File: src/rtl/trig_issue_scheduler.sv
// Round-robin issue of sin/cos ops from NUM_REQ requesters onto one shared fixed-latency trig pipeline pair.
// Optional macro TRIG_SCHED_PERF_EN adds perf_issued / perf_stall counters.
module trig_issue_scheduler #(
  parameter int unsigned NUM_REQ    = 4,
  parameter int unsigned ID_W       = 2,
  parameter int unsigned LATENCY    = 147,
  parameter int unsigned FIFO_DEPTH = 16
) (
  input  logic                  clock,
  input  logic                  reset,
  input  logic [NUM_REQ-1:0]    req_valid,
  output logic [NUM_REQ-1:0]    req_ready,
  input  logic [NUM_REQ-1:0]    req_op,
  input  logic [NUM_REQ*32-1:0] req_data,
  output logic [31:0]           trig_in,
  input  logic [31:0]           trig_sin,
  input  logic [31:0]           trig_cos,
  output logic                  rsp_valid,
  input  logic                  rsp_ready,
  output logic [ID_W-1:0]       rsp_id,
  output logic                  rsp_op,
  output logic [31:0]           rsp_data
`ifdef TRIG_SCHED_PERF_EN
  ,
  output logic [31:0]           perf_issued,
  output logic [31:0]           perf_stall
`endif
);

  // Stage 0 is loaded together with trig_in; stage LATENCY lines up with the unit outputs.
  localparam int unsigned TAG_DEPTH = LATENCY + 1;
  localparam int unsigned PTR_W     = $clog2(FIFO_DEPTH);
  localparam int unsigned CNT_W     = $clog2(FIFO_DEPTH + 1);

  typedef struct packed {
    logic            valid;
    logic [ID_W-1:0] id;
    logic            op;
  } tag_t;

  typedef struct packed {
    logic [ID_W-1:0] id;
    logic            op;
    logic [31:0]     data;
  } rsp_t;

  logic               active;
  logic [ID_W-1:0]    rr_ptr;
  logic [CNT_W-1:0]   credits;
  logic [NUM_REQ-1:0] grant_c;
  logic [ID_W-1:0]    gnt_id;
  logic               sel_op;
  logic [31:0]        sel_data;
  logic               accept;
  logic               push;
  logic               pop;
  tag_t               issue_tag;
  tag_t               tag_line [TAG_DEPTH];
  rsp_t               mem [FIFO_DEPTH];
  rsp_t               head;
  rsp_t               push_entry;
  logic [PTR_W-1:0]   wr_ptr;
  logic [PTR_W-1:0]   rd_ptr;
  logic [CNT_W-1:0]   fifo_cnt;
  logic [CNT_W-1:0]   fifo_cnt_nxt;

  // Round-robin search starting at rr_ptr.
  always_comb begin
    logic found;
    grant_c = '0;
    gnt_id  = '0;
    found   = 1'b0;
    for (int unsigned k = 0; k < NUM_REQ; k++) begin
      for (int unsigned i = 0; i < NUM_REQ; i++) begin
        if (!found && req_valid[i] && (i == (32'(rr_ptr) + k) % NUM_REQ)) begin
          grant_c[i] = 1'b1;
          gnt_id     = ID_W'(i);
          found      = 1'b1;
        end
      end
    end
  end

  always_comb begin
    sel_op   = 1'b0;
    sel_data = '0;
    for (int unsigned i = 0; i < NUM_REQ; i++) begin
      if (grant_c[i]) begin
        sel_op   = req_op[i];
        sel_data = req_data[32*i +: 32];
      end
    end
  end

  // active keeps req_ready low while reset is held and for the first cycle after release.
  assign req_ready = (active && (credits != '0)) ? grant_c : '0;
  assign accept    = |req_ready;
  assign pop       = rsp_valid && rsp_ready;

  always_comb begin
    issue_tag       = '0;
    issue_tag.valid = accept;
    issue_tag.id    = gnt_id;
    issue_tag.op    = sel_op;
  end

  always_ff @(posedge clock or negedge reset) begin
    if (!reset) begin
      active  <= 1'b0;
      rr_ptr  <= '0;
      credits <= CNT_W'(FIFO_DEPTH);
      trig_in <= '0;
    end else begin
      active <= 1'b1;
      if (accept) begin
        trig_in <= sel_data;
        rr_ptr  <= (gnt_id == ID_W'(NUM_REQ - 1)) ? '0 : gnt_id + ID_W'(1);
      end
      if (accept && !pop) begin
        credits <= credits - CNT_W'(1);
      end else if (!accept && pop) begin
        credits <= credits + CNT_W'(1);
      end
    end
  end

  // Tag delay line; bubbles shift in whenever nothing is accepted.
  always_ff @(posedge clock or negedge reset) begin
    if (!reset) begin
      for (int unsigned i = 0; i < TAG_DEPTH; i++) begin
        tag_line[i] <= '0;
      end
    end else begin
      tag_line[0] <= issue_tag;
      for (int unsigned i = 1; i < TAG_DEPTH; i++) begin
        tag_line[i] <= tag_line[i-1];
      end
    end
  end

  assign push = tag_line[TAG_DEPTH-1].valid;

  always_comb begin
    push_entry      = '0;
    push_entry.id   = tag_line[TAG_DEPTH-1].id;
    push_entry.op   = tag_line[TAG_DEPTH-1].op;
    push_entry.data = tag_line[TAG_DEPTH-1].op ? trig_cos : trig_sin;
  end

  // Result storage is data-only; occupancy is tracked by the reset pointers.
  always_ff @(posedge clock) begin
    if (push) begin
      mem[wr_ptr] <= push_entry;
    end
  end

  always_comb begin
    fifo_cnt_nxt = fifo_cnt;
    if (push && !pop) begin
      fifo_cnt_nxt = fifo_cnt + CNT_W'(1);
    end else if (!push && pop) begin
      fifo_cnt_nxt = fifo_cnt - CNT_W'(1);
    end
  end

  always_ff @(posedge clock or negedge reset) begin
    if (!reset) begin
      wr_ptr    <= '0;
      rd_ptr    <= '0;
      fifo_cnt  <= '0;
      rsp_valid <= 1'b0;
    end else begin
      if (push) begin
        wr_ptr <= wr_ptr + PTR_W'(1);
      end
      if (pop) begin
        rd_ptr <= rd_ptr + PTR_W'(1);
      end
      fifo_cnt  <= fifo_cnt_nxt;
      rsp_valid <= (fifo_cnt_nxt != '0);
    end
  end

  // Show-ahead head; zeroed while empty so the stale storage never leaks out.
  assign head     = mem[rd_ptr];
  assign rsp_id   = rsp_valid ? head.id   : '0;
  assign rsp_op   = rsp_valid ? head.op   : 1'b0;
  assign rsp_data = rsp_valid ? head.data : '0;

  a_fifo_no_overflow: assert property (@(posedge clock) disable iff (!reset)
    !(push && !pop && (fifo_cnt == CNT_W'(FIFO_DEPTH))));

`ifdef TRIG_SCHED_PERF_EN
  always_ff @(posedge clock or negedge reset) begin
    if (!reset) begin
      perf_issued <= '0;
      perf_stall  <= '0;
    end else begin
      if (accept) begin
        perf_issued <= perf_issued + 32'd1;
      end
      if ((|req_valid) && (credits == '0)) begin
        perf_stall <= perf_stall + 32'd1;
      end
    end
  end
`endif

endmodule

File: config.mk
export PLATFORM = sky130hd
export DESIGN_NAME = trig_issue_scheduler
export DESIGN_NICKNAME = d
export VERILOG_FILES = /design/src/rtl/trig_issue_scheduler.sv
export SDC_FILE = /design/constraint.sdc
export NUM_CORES = 1
export LEC_CHECK = 0
export BUFFER_PORTS_ARGS = -buffer_cell sky130_fd_sc_hd__buf_2
export CAP_MARGIN = 20
export CELL_PAD_IN_SITES_DETAIL_PLACEMENT = 1
export CELL_PAD_IN_SITES_GLOBAL_PLACEMENT = 2
export CORE_UTILIZATION = 44
export CTS_BUF_LIST = sky130_fd_sc_hd__clkbuf_8
export DETAILED_ROUTE_END_ITERATION = 8
export HOLD_SLACK_MARGIN = 0.15
export PLACE_DENSITY = 0.83
export SKIP_CTS_REPAIR_TIMING = 1
export SLEW_MARGIN = 25
export SYNTH_ARGS = -nofsm -noshare
export SYNTH_HDL_FRONTEND = slang
export SYNTH_SLANG_ARGS = --single-unit
File: constraint.sdc
create_clock -name clock -period 3.9 [get_ports clock]
set_input_delay 0.195 -clock clock [delete_from_list [all_inputs] [get_ports clock]]
set_output_delay 0.195 -clock clock [all_outputs]
set_load 0.01 [all_outputs]
==> impl_metrics.csv, run 1 <==
group,metric,value,unit
yosys,syn_avg_cell_area,21.4,um^2
setup_path,crit_slowest_cell,"dfrtp_4",
die,core,0.0900,mm^2
drt,first_pass_iters,5,
finish,seqCellArea,0.0330,mm^2
power,power_density,654,mW/mm^2
global_route,grt_pass1_wl,131,mm
setup_path,crit_buf_inv,2,
setup_path,slowest_delay,0.73,ns
drt,drt-total-wl,85.9,mm
sta,fin_setup_tns,0,ns
finish,layout.nets,2647,
sta,slew_headroom,39.4,%
placement,numPortBuffers,274,
power,p_leak,0.0198,uW
yosys,synth_area,0.0400,mm^2
setup_path,cp_max_fo,22,
drt,remaining_drc_errors,0,
global_route,track_usage,18.9,%
drt,vias,19270,
global_route,antenna_found_initial,1,
drt,vias_per_cell,5.12,
die,placementRows,110,
setup_path,worstSetupPathType,"reg -> out",
yosys,yosys.cell_types.count,44,
global_route,grt_max_degree,142,
cts,clock-root-buffer,"clkbuf_8",
sta,slew_violations,0,
sta,fin_crit_sh,91.1,%
placement,dp_slack,0.924,ns
yosys,ys_seq_elements,1206,
cts,htree_levels,4,
finish,fillers,8090,
drt,drt_iter0_markers,1302,
cts,clockBufferDepth,3,
run_status,outcome,"finished, final reports clean",
yosys,yosys.area.top_type,"edfxtp_1",
setup_path,crit_arrival,3.36,ns
yosys,ys_seq_area_share,82.4,%
cts,worstSkewPairLatency,0.81,ns
yosys,syn_nets,2084,
drt,routedWlPerCell,22.8,um
setup_path,cp-end-kind,"output port",
setup_path,path_cells,"buf_4, mux4_2, mux4_2, and2_1, buf_2",
finish,postLayoutCoreUtil,53.8,%
yosys,ys.flop_type,"dfrtp_1",
sta,holdWs,0.196,ns
sta,fmax,281,MHz
drt,antenna_left,0,
yosys,synth-edff-count,560,
finish,area_delta_synth_final,20.9,%
yosys,yosysWarnings,0,
sta,hold_viol,0,
yosys,synth.most_common_cell,"dfrtp_1",
placement,dp_hpwl,47.5,mm
global_route,grt-ovfl-total,0,
yosys,synth_area_leaders,"edfxtp_1 42%, dfrtp_1 40%, mux4_2 9.8%",
cts,clkTransAtPathRegs,0.07,ns
sta,fin_crit,3.55,ns
die,dieArea,0.0922,mm^2
yosys,syn_inst,1869,
die,io_pins,275,
setup_path,cp-start-kind,"flop",
die,dieWidth,304,um
cts,numCtsBuffers,184,
setup_path,cp_data_required_time,3.70,ns
sta,rsz0062_at_grt,"no",
cts,cts_tree,"yes",
sta,setup_ws,0.346,ns
sta,finalSetupViolCount,0,
finish,multi_input_area,0.00666,mm^2
setup_path,crit_path_frequent_cell,"mux4_2",
min_path,hp-class,"in -> reg",
yosys,synthTopCellsByCount,"645 x dfrtp_1, 560 x edfxtp_1, 175 x mux4_2",
cts,cts_sinks,1206,
global_route,first_global_vias,21486,
yosys,netlist.area_leader.share,42.0,%
finish,drive_gt1_share,31.5,%
die,fp.dieH,304,um
power,irDropWorstVdd,0.381,mV
die,start_util,44.5,%
setup_path,crit_family,"multiplexers",
yosys,async_flop_share,53.6,%
sta,worst_pin_slew,0.908,ns
run,maxCapViolations,0,
sta,finClkSkew,0.0621,ns
placement,place.gp.congestion,0.875,
layout by cell type, fill, tap and decap left out, types with 4 or more instances in the layout:
cell type / instances
xor2_1: 6
a31oi_1: 34
nor3_1: 6
and2_1: 36
and3b_1: 32
clkinv_1: 21
nand3_1: 5
nor2_1: 40
buf_4: 29
edfxtp_1: 560
inv_1: 72
clkbuf_8: 221
bufinv_16: 6
a22o_1: 32
buf_12: 16
dfrtp_1: 641
o22ai_1: 33
ha_1: 11
dlygate4sd3_1: 141
clkinv_2: 15
nand2b_1: 6
nand2_1: 47
inv_12: 4
o21ai_0: 8
a21oi_1: 5
and2_2: 12
buf_2: 273
mux2_2: 32
mux4_2: 175
xnor2_1: 9
layout make-up:
cell class	count	share of cell area, %
Antenna cell	1	0.00517
Clock inverter	117	1.60
Clock buffer	221	6.29
Tap cell	1176	3.04
Multi-Input combinational cell	564	13.8
Timing Repair Buffer	462	7.00
Inverter	14	0.109
Sequential cell	1206	68.2
state kept, by name, summed over array words and instances (netlist names), 2 cells and up:
name        count
push_entry      3
wr_ptr          4
fifo_cnt        5
tag_line      588
trig_in        32
rr_ptr          2
credits         5
rd_ptr          4
mem           560
layer usage:
layer  vias up  part of all wire, %  global-route usage (%)
met5         -                    0                       0
met4         0                  1.8                    5.74
met3       111                  6.1                    4.32
met2       703                   52                    31.9
met1     10215                   40                    24.5
li1       8241                    -                       -
power by group:
group	switching, uW	internal [uW]
Combinational	2930	3240
Sequential	698	14300
Clock	4840	5610
Total	8470	23200
final timing paths:
path,from,endpoint,slack [ns],cells past startpoint
max in group asynchronous,reset,tag_line[101],2.41,5
max,rd_ptr[0],rsp_id[1],0.35,5
min,req_valid[2],credits[0],0.20,5
min reg2reg,tag_line[12],tag_line[8],0.33,0
max reg2reg,credits[0],credits[4],0.81,10
min in group asynchronous,reset,tag_line[447],0.55,4
cells by family (layout without fill, tap and decap cells):
logic type	after synthesis	in the layout	synth area share [%]
AO/OA/AOI/OAI	124	124	2.17
adder cells (fa/ha/maj)	12	12	0.394
multiplexers	208	208	10.8
buffers and inverters	99	814	1.14
XOR/XNOR	15	15	0.328
flip-flops	1206	1206	82.4
other	1	2	0.00937
AND/OR/NAND/NOR	204	204	2.80
stage by stage:
stage                     cell area, um^2  cells  total power, uW
after floorplan                     40000   1869            19000
after global placement              43100   3279            20900
after detailed placement            43100   3279            21100
after CTS                           46900   3617            31700
after global routing                48400   3761            33100
final                               48400   3761            31600
worst min-delay path: cells and delay by family:
kind / cells / cell delay [ns]
simple gates: 2 / 0.18
fa+ha+maj: 1 / 0.29
xor+xnor: 1 / 0.12
buf+inv: 1 / 0.14
Power figures use the tool's default switching activity.
==> run 2, diff against run 1 <==
CELL_PAD_IN_SITES_GLOBAL_PLACEMENT = 1   (was 2)
CORE_UTILIZATION = 49   (was 44)
==> impl_metrics.csv, run 2 (synthesis gave the netlist of run 1 again) <==
group,metric,value,unit
run_status,outcome,"complete, but fails checks",
run_status,violations,"design-rule violations",
sta,fin_crit,3.64,ns
sta,slew_violations,0,
finish,fin_area,0.0483,mm^2
min_path,hold_end,"tag_line[589]",
drt,vias_per_cell,5.53,
die,dieWidth,288,um
global_route,grt_max_degree,128,
setup_path,path_cells,"buf_4, mux4_2, mux4_2, and2_1, buf_2",
sta,fin_crit_sh,93.3,%
min_path,hp-class,"in -> reg",
power,power.internal,23000,uW
finish,most-common-layout-cells,"640 x dfrtp_1, 560 x edfxtp_1, 273 x buf_2",
setup_path,worstSetupPathType,"reg -> out",
finish,reg_top3,"tag_line (588), mem (560), trig_in (32)",
cts,clock-root-buffer,"clkbuf_8",
min_path,hold_start,"req_valid[1]",
power,sw_frac_of_total,28.0,%
setup_path,crit_slowest_cell,"dfrtp_4",
setup_path,cp_max_fo,38,
die,dieArea,0.0828,mm^2
setup_path,timing.rr.end,"trig_in[1]",
min_path,whs_path_depth,4,
power,power_density,662,mW/mm^2
drt,first_pass_iters,7,
drt,remaining_drc_errors,26,
placement,numPortBuffers,274,
finish,registers.top_by_ff_count,"tag_line",
setup_path,cp-start-kind,"flop",
power,p_leak,0.0199,uW
sta,slew_headroom,37.8,%
drt,routedWlPerCell,26.6,um
sta,fmax,275,MHz
cts,worstSkewPairLatency,0.84,ns
die,io_pins,275,
run,maxCapViolations,0,
die,placementRows,104,
finish,fillers,7022,
setup_path,crit_arrival,3.44,ns
sta,finClkSkew,0.0618,ns
setup_path,worstRegToRegCells,7,
setup_path,r2r_slack,0.33,ns
cts,clkTransAtPathRegs,0.07,ns
power,pwr-share-seq,47.2,%
power,p_sw,8970,uW
cts,clockBufferDepth,3,
cts,cts_sinks,1206,
setup_path,cp-end-kind,"output port",
sta,rsz0062_at_grt,"no",
drt,drt_iter0_markers,1852,
power,irDropWorstVdd,0.398,mV
global_route,track_usage,22.2,%
finish,layout.nets,2657,
setup_path,cp_data_required_time,3.70,ns
sta,worst_pin_slew,0.932,ns
global_route,grt-ovfl-total,0,
placement,place_area,0.0430,mm^2
global_route,antenna_found_initial,2,
drt,drt-total-wl,97.3,mm
setup_path,slowest_delay,0.84,ns
finish,layout_commonest_cell,"dfrtp_1",
placement,dp_hpwl,50.3,mm
die,fp.dieH,288,um
setup_path,reg2reg_from,"rr_ptr[1]",
die,core,0.0807,mm^2
cts,htree_levels,4,
sta,finalSetupViolCount,0,
finish,area_delta_synth_final,20.7,%
power,pwr-share-comb,19.8,%
finish,largest_reg_flops,588,
drt,antenna_left,0,
global_route,grt_pass1_wl,135,mm
placement,place.gp.congestion,0.924,
cts,numCtsBuffers,182,
cts,cts_tree,"yes",
die,start_util,49.6,%
sta,fin_setup_tns,0,ns
finish,drive_gt1_share,31.7,%
drt,vias,20227,
sta,hold_viol,0,
global_route,first_global_vias,21669,
setup_path,crit_path_frequent_cell,"mux4_2",
power,clkPwrFrac,33.1,%
-- run 2: critical path: cells and delay by family, from the launching register on --
family                 cells  cell delay, ns
multiplexers               2            0.91
flip-flops                 1            0.84
buffers and inverters      2            0.64
AND/OR/NAND/NOR            1            0.18
-- run 2: stage by stage --
step	hold WS [ns]	power [uW]	instances	worst slack [ns]	utilization [%]
global placement	0.332	20800	3162	1.03	53.2
global route	0.206	33300	3658	0.167	59.9
floorplan	-0.101	19000	1869	0.0267	-
detailed placement	0.336	21100	3162	0.663	53.2
CTS	-0.540	31700	3501	0.213	57.9
finish	0.202	32000	3658	0.260	59.9
-- run 2: area by class of cell --
cell class | count | area [um^2] | share of cell area [%]
Sequential cell | 1206 | 33000 | 68.3
Multi-Input combinational cell | 564 | 6660 | 13.8
Timing Repair Buffer | 474 | 3520 | 7.29
Clock buffer | 211 | 2900 | 6.01
Tap cell | 1060 | 1330 | 2.74
Clock inverter | 128 | 860 | 1.78
Inverter | 14 | 52.6 | 0.109
Antenna cell | 1 | 2.50 | 0.00518
-- run 2: worst max path at each step --
| stage | from | slack (ns) | to |
|---|---|---|---|
| 3_3_place_gp | credits[0] | 1.03 | credits[4] |
| 6_report | rd_ptr[2] | 0.26 | rsp_data[12] |
| 4_1_cts | rd_ptr[0] | 0.21 | rsp_data[9] |
| 3_5_place_dp | credits[0] | 0.66 | credits[4] |
| 5_1_grt | rd_ptr[0] | 0.17 | rsp_data[9] |
| 2_1_floorplan | push | 0.03 | mem[10][0] |
-- run 2: layer usage --
layer | part of all wire [%] | track usage [%]
met5 | 0 | 0
met4 | 3.3 | 6.97
met3 | 6.7 | 4.87
met2 | 52 | 38.3
met1 | 38 | 28.3
-- run 2: power groups by stage --
stage	clock network, uW	registers [uW]	logic (uW)
after floorplan	0	14900	4100
after global placement	0	15200	5570
after detailed placement	0	15300	5830
after CTS	10700	15100	5880
after global routing	11300	15200	6690
final	10600	15100	6320
